===== src/rtl/uart_alu_pkg.sv =====
// Shared types and constants for the UART command sequencer slice.
package uart_alu_pkg;

    localparam int unsigned DATA_WIDTH_DEF = 8;

    typedef enum logic [2:0] {
        S_WAIT_A,
        S_WAIT_B,
        S_WAIT_OP,
        S_EXEC,
        S_SEND,
        S_WAIT_TX
    } state_e;

    localparam logic [5:0] OP_ADD = 6'h20;
    localparam logic [5:0] OP_SUB = 6'h22;
    localparam logic [5:0] OP_AND = 6'h24;
    localparam logic [5:0] OP_OR  = 6'h25;
    localparam logic [5:0] OP_XOR = 6'h26;
    localparam logic [5:0] OP_SRA = 6'h03;
    localparam logic [5:0] OP_SRL = 6'h02;
    localparam logic [5:0] OP_NOR = 6'h27;

endpackage


===== src/rtl/byte_timeout_timer.sv =====
// Inter-byte timeout: counts tick_16x while enabled, flags the TIMEOUT_TICKS-th tick.
module byte_timeout_timer #(
    parameter int unsigned TIMEOUT_TICKS = 16384
) (
    input  logic clk,
    input  logic reset,
    input  logic clear,
    input  logic enable,
    input  logic tick_16x,
    output logic expired
);

    localparam int unsigned CW = $clog2(TIMEOUT_TICKS + 1);
    localparam logic [CW-1:0] LAST = CW'(TIMEOUT_TICKS - 1);

    logic [CW-1:0] cnt_q, cnt_d;

    // Expiry fires combinationally on the tick that would make the count reach the limit.
    assign expired = enable & tick_16x & (cnt_q == LAST);

    always_comb begin
        cnt_d = cnt_q;
        if (clear || !enable || expired) begin
            cnt_d = '0;
        end else if (tick_16x) begin
            cnt_d = cnt_q + 1'b1;
        end
    end

    always_ff @(posedge clk or posedge reset) begin
        if (reset) begin
            cnt_q <= '0;
        end else begin
            cnt_q <= cnt_d;
        end
    end

endmodule


===== src/rtl/uart_alu_sequencer.sv =====
// Collects A, B, opcode from UART RX, registers the ALU result and hands it to UART TX.
module uart_alu_sequencer
    import uart_alu_pkg::*;
#(
    parameter int unsigned DATA_WIDTH    = DATA_WIDTH_DEF,
    parameter int unsigned OPCODE_WIDTH  = 6,
    parameter int unsigned TIMEOUT_TICKS = 16384,
    parameter int unsigned CNT_WIDTH     = 8
) (
    input  logic                    clk,
    input  logic                    reset,
    input  logic                    tick_16x,
    input  logic                    rx_done_tick,
    input  logic [DATA_WIDTH-1:0]   rx_data,
    input  logic                    rx_error_frame,
    output logic [DATA_WIDTH-1:0]   alu_a,
    output logic [DATA_WIDTH-1:0]   alu_b,
    output logic [OPCODE_WIDTH-1:0] alu_op,
    input  logic [DATA_WIDTH-1:0]   alu_result,
    output logic                    tx_start,
    output logic [DATA_WIDTH-1:0]   tx_data,
    input  logic                    tx_busy,
    input  logic                    tx_done_tick,
    output logic                    busy,
    output logic                    timeout_pulse,
    output logic [CNT_WIDTH-1:0]    frame_err_cnt,
    output logic [CNT_WIDTH-1:0]    overrun_cnt
);

    state_e                  state_q, state_d;
    logic [DATA_WIDTH-1:0]   alu_a_q, alu_a_d;
    logic [DATA_WIDTH-1:0]   alu_b_q, alu_b_d;
    logic [OPCODE_WIDTH-1:0] alu_op_q, alu_op_d;
    logic [DATA_WIDTH-1:0]   tx_data_q, tx_data_d;
    logic [CNT_WIDTH-1:0]    fe_cnt_q, fe_cnt_d;
    logic [CNT_WIDTH-1:0]    ov_cnt_q, ov_cnt_d;
    logic                    timer_en, timer_expired;

    assign timer_en = (state_q == S_WAIT_B) || (state_q == S_WAIT_OP);

    byte_timeout_timer #(
        .TIMEOUT_TICKS (TIMEOUT_TICKS)
    ) u_timer (
        .clk      (clk),
        .reset    (reset),
        .clear    (rx_done_tick),
        .enable   (timer_en),
        .tick_16x (tick_16x),
        .expired  (timer_expired)
    );

    always_comb begin
        state_d       = state_q;
        alu_a_d       = alu_a_q;
        alu_b_d       = alu_b_q;
        alu_op_d      = alu_op_q;
        tx_data_d     = tx_data_q;
        fe_cnt_d      = fe_cnt_q;
        ov_cnt_d      = ov_cnt_q;
        tx_start      = 1'b0;
        timeout_pulse = 1'b0;

        case (state_q)
            S_WAIT_A, S_WAIT_B, S_WAIT_OP: begin
                // A received byte takes priority over a coincident timeout.
                if (rx_done_tick) begin
                    if (rx_error_frame) begin
                        if (fe_cnt_q != '1) fe_cnt_d = fe_cnt_q + 1'b1;
                        state_d = S_WAIT_A;
                    end else if (state_q == S_WAIT_A) begin
                        alu_a_d = rx_data;
                        state_d = S_WAIT_B;
                    end else if (state_q == S_WAIT_B) begin
                        alu_b_d = rx_data;
                        state_d = S_WAIT_OP;
                    end else begin
                        alu_op_d = rx_data[OPCODE_WIDTH-1:0];
                        state_d  = S_EXEC;
                    end
                end else if (timer_expired) begin
                    timeout_pulse = 1'b1;
                    state_d       = S_WAIT_A;
                end
            end
            S_EXEC: begin
                tx_data_d = alu_result;
                state_d   = S_SEND;
            end
            S_SEND: begin
                if (!tx_busy) begin
                    tx_start = 1'b1;
                    state_d  = S_WAIT_TX;
                end
            end
            S_WAIT_TX: begin
                if (tx_done_tick) state_d = S_WAIT_A;
            end
            default: state_d = S_WAIT_A;
        endcase

        if (rx_done_tick && !timer_en && (state_q != S_WAIT_A)) begin
            if (ov_cnt_q != '1) ov_cnt_d = ov_cnt_q + 1'b1;
        end
    end

    always_ff @(posedge clk or posedge reset) begin
        if (reset) begin
            state_q   <= S_WAIT_A;
            alu_a_q   <= '0;
            alu_b_q   <= '0;
            alu_op_q  <= '0;
            tx_data_q <= '0;
            fe_cnt_q  <= '0;
            ov_cnt_q  <= '0;
        end else begin
            state_q   <= state_d;
            alu_a_q   <= alu_a_d;
            alu_b_q   <= alu_b_d;
            alu_op_q  <= alu_op_d;
            tx_data_q <= tx_data_d;
            fe_cnt_q  <= fe_cnt_d;
            ov_cnt_q  <= ov_cnt_d;
        end
    end

    assign alu_a         = alu_a_q;
    assign alu_b         = alu_b_q;
    assign alu_op        = alu_op_q;
    assign tx_data       = tx_data_q;
    assign frame_err_cnt = fe_cnt_q;
    assign overrun_cnt   = ov_cnt_q;
    assign busy          = (state_q != S_WAIT_A);

endmodule


===== config.mk =====
export PLATFORM = sky130hd
export DESIGN_NAME = uart_alu_sequencer
export DESIGN_NICKNAME = d
export VERILOG_FILES = /design/src/rtl/uart_alu_pkg.sv /design/src/rtl/byte_timeout_timer.sv /design/src/rtl/uart_alu_sequencer.sv
export SDC_FILE = /design/constraint.sdc
export NUM_CORES = 1
export LEC_CHECK = 0
export CAP_MARGIN = 40
export CORE_MARGIN = 2
export CORE_UTILIZATION = 52
export DETAILED_ROUTE_END_ITERATION = 16
export DONT_BUFFER_PORTS = 1
export GPL_TIMING_DRIVEN = 0
export HOLD_SLACK_MARGIN = 0.02
export PLACE_DENSITY = 0.67
export SLEW_MARGIN = 10
export SYNTH_ARGS = -nofsm -noshare
export SYNTH_HDL_FRONTEND = slang
export SYNTH_SLANG_ARGS = --single-unit
export TNS_END_PERCENT = 20

===== constraint.sdc =====
create_clock -name clk -period 2.3 [get_ports clk]
set_input_delay 0.23 -clock clk [delete_from_list [all_inputs] [get_ports clk]]
set_output_delay 0.23 -clock clk [all_outputs]
set_load 0.1 [all_outputs]

==> qor.yml <==
outcome:
  status: "finished clean"
critical_path:
  cp-end-kind: "output pin"
  max_stage_delay_ps: 400
  critPathMaxFanout: 4
  r2r_slack_ps: 300
  startpoint_type: "register"
  cp.arrival_ps: 2040
  crit_slowest_cell: "dfrtp_1"
  critPathKind: "register to output pin"
  cp.required_ps: 2070
  path_buf_inv: 1
  cp_top_family: "simple AND/OR/NAND/NOR gates"
  crit_chain: "ha_2, nand4_4, nor4_4, nand3_2, nor2_4, buf_16"
clock_network:
  clock_latency_ps: 360
  clock-sinks: 64
  cts-root-buf: "clkbuf_8"
  cts_tree: "done"
  clk_pin_slew_ps: 90
  htree_levels: 3
  numCtsBuffers: 9
  clockBufferDepth: 2
global_routing:
  grt_pass1_vias: 2155
  grt_pass1_wl_um: 11100
  grt.overflow.total: 0
  track_usage_pct: 23.9
  antenna_found_initial: 0
  grt_max_degree: 65
place:
  numPortBuffers: 0
  dpl_cell_area_um2: 3930
  place_hpwl_um: 4900
  dpl_worst_slack_ps: 242
  gp_congestion: 0.758
die:
  rows: 26
  die_area_um2: 6080
  io_pins: 72
  core_area_um2: 5200
  die_x_um: 78
  die_y_um: 78
  initial_core_util_pct: 54.7
logic_synthesis:
  synth-main-ff-cell: "dfrtp_1"
  synthTopCellsByCount: "64 x dfrtp_1, 32 x mux2_2, 29 x nor2_1, 18 x xor2_1, 15 x nand2_1"
  syn-num-nets: 260
  synth.distinct_cells: 37
  synth_edf_count: 0
  async_flop_share_pct: 100
  synthTopCellsByArea: "dfrtp_1 56%, mux2_2 13%, xor2_1 5.5%, nor2_1 3.8%, xnor2_1 3.1%"
  synth-seq-cells: 64
  syn_area_um2: 2850
  synth.most_common_cell: "dfrtp_1"
  synthDominantCellAreaShare_pct: 56.2
  synth_top_area_cell: "dfrtp_1"
  synth_area_per_cell_um2: 12.2
  ys_warn_count: 0
  ys_seq_area_share_pct: 56.2
  postSynthCellCount: 234
finish:
  drive_above_1_share_pct: 37.1
  nets: 348
  stdcell_area_um2: 4490
  num_antenna_cells: 0
  area_delta_synth_final_pct: 57.8
  utilization_pct: 86.3
detailed_routing:
  antenna_left: 0
  drc: 0
  wl_um: 8450
  firstDrtPassIters: 4
  vias_per_cell: 5.64
  vias: 2234
  detail_route.wl_per_cell_um: 21.3
  drtIter0Drc: 139
job:
  maxCapViolCount: 0
timing:
  period_share_pct: 98.5
  skew_ps: 17.5
  fin_ws_ps: 33.9
  drv_slew: 0
  hold_viol: 0
  max-slew-margin-rel_pct: 35.6
  worst_pin_slew_ps: 966
  fmax_ghz: 0.441
  setup-violations-final: 0
  fin_crit_ps: 2270
worst_hold_path:
  hp-class: "input port to register"
-- logic make-up (layout without fill, tap and decap cells) --
family                   after synthesis  after routing  share of synthesized area (%)
adder cells (fa/ha/maj)                3              3                           1.32
multiplexers                          33             33                           13.0
buffers and inverters                  9            101                           1.80
flip-flops                            64             64                           56.2
AO/OA/AOI/OAI                         10             10                           2.99
XOR/XNOR                              28             28                           8.61
AND/OR/NAND/NOR                       87             87                           16.0
-- timing repair --
action / in CTS / in global routing
setup buffers: 1 / 7
resized for setup: 1 / 2
hold buffers: 1 / 6
endpoints found under the setup margin: 1 / 1
pin swaps: 2 / 4
endpoints found under the hold margin: 64 / 7
-- cell usage in the layout, fill, tap and decap left out, types with 11 or more instances in the layout --
master    netlist  routed
mux2_2         32      32
buf_1           0      15
nand2_1        15      15
nor2_1         29      28
dfrtp_1        64      64
xor2_1         18      18
nand3_1        12      11
clkbuf_8        0      12
buf_16          0      38
-- path summary, 6_finish.rpt --
| path | from | end | cells past startpoint |
|---|---|---|---|
| worst max-delay path | u_timer.cnt_q[1] | timeout_pulse | 6 |
| worst min-delay path | rx_data[2] | alu_b[2] | 1 |
| worst max register to register | overrun_cnt[0] | overrun_cnt[1] | 5 |
| worst min register to register | u_timer.cnt_q[11] | u_timer.cnt_q[11] | 2 |
| max in group asynchronous | reset | u_timer.cnt_q[10] | 2 |
| min in group asynchronous | reset | alu_a[2] | 2 |
-- metrics by stage --
| stage | setup TNS (ps) | hold slack, ps | std cells |
|---|---|---|---|
| finish | 0 | 26.1 | 396 |
| global route | -51.3 | 12.5 | 396 |
| CTS | 0 | 20.6 | 375 |
| detailed placement | 0 | 305 | 358 |
| global placement | -14570 | 381 | 304 |
| floorplan | -9.95 | 376 | 234 |
-- state kept, by name, summed over array words and instances, names as in the netlist --
name and flops:
u_timer.cnt_q 15, alu_a 8, alu_b 8, frame_err_cnt 8
overrun_cnt 8, tx_data 8, alu_op 6, state_q 3
-- worst reg2reg max path, cell delays in order, from the launching register on --
cell and delay (ps):
dfrtp_1 460, buf_6 150, ha_1 250, nand3_1 170, o211ai_2 430, mux2_2 420
-- layout make-up --
cell class,count,area [µm²]
inverter,3,13.8
timing repair buffer,77,1320
clock inverter,3,40.0
buffer,6,40.0
sequential,64,1600
tap,70,87.6
clock buffer,12,165
fill,232,711
multi-input combinational,161,1220
-- metal layers --
layer | global-route usage [%] | wire, µm | part of all wire (%) | vias to the layer above
met5 | 0 | 0 | 0 | -
met4 | 8.60 | 280 | 3.3 | 0
met3 | 8.14 | 500 | 5.9 | 20
met2 | 39.0 | 4480 | 53 | 92
met1 | 29.8 | 3190 | 38 | 1140
li1 | - | - | - | 982
Power is not shown: default switching activity piles up to over one toggle a cycle in this logic, so the estimate is an artifact.
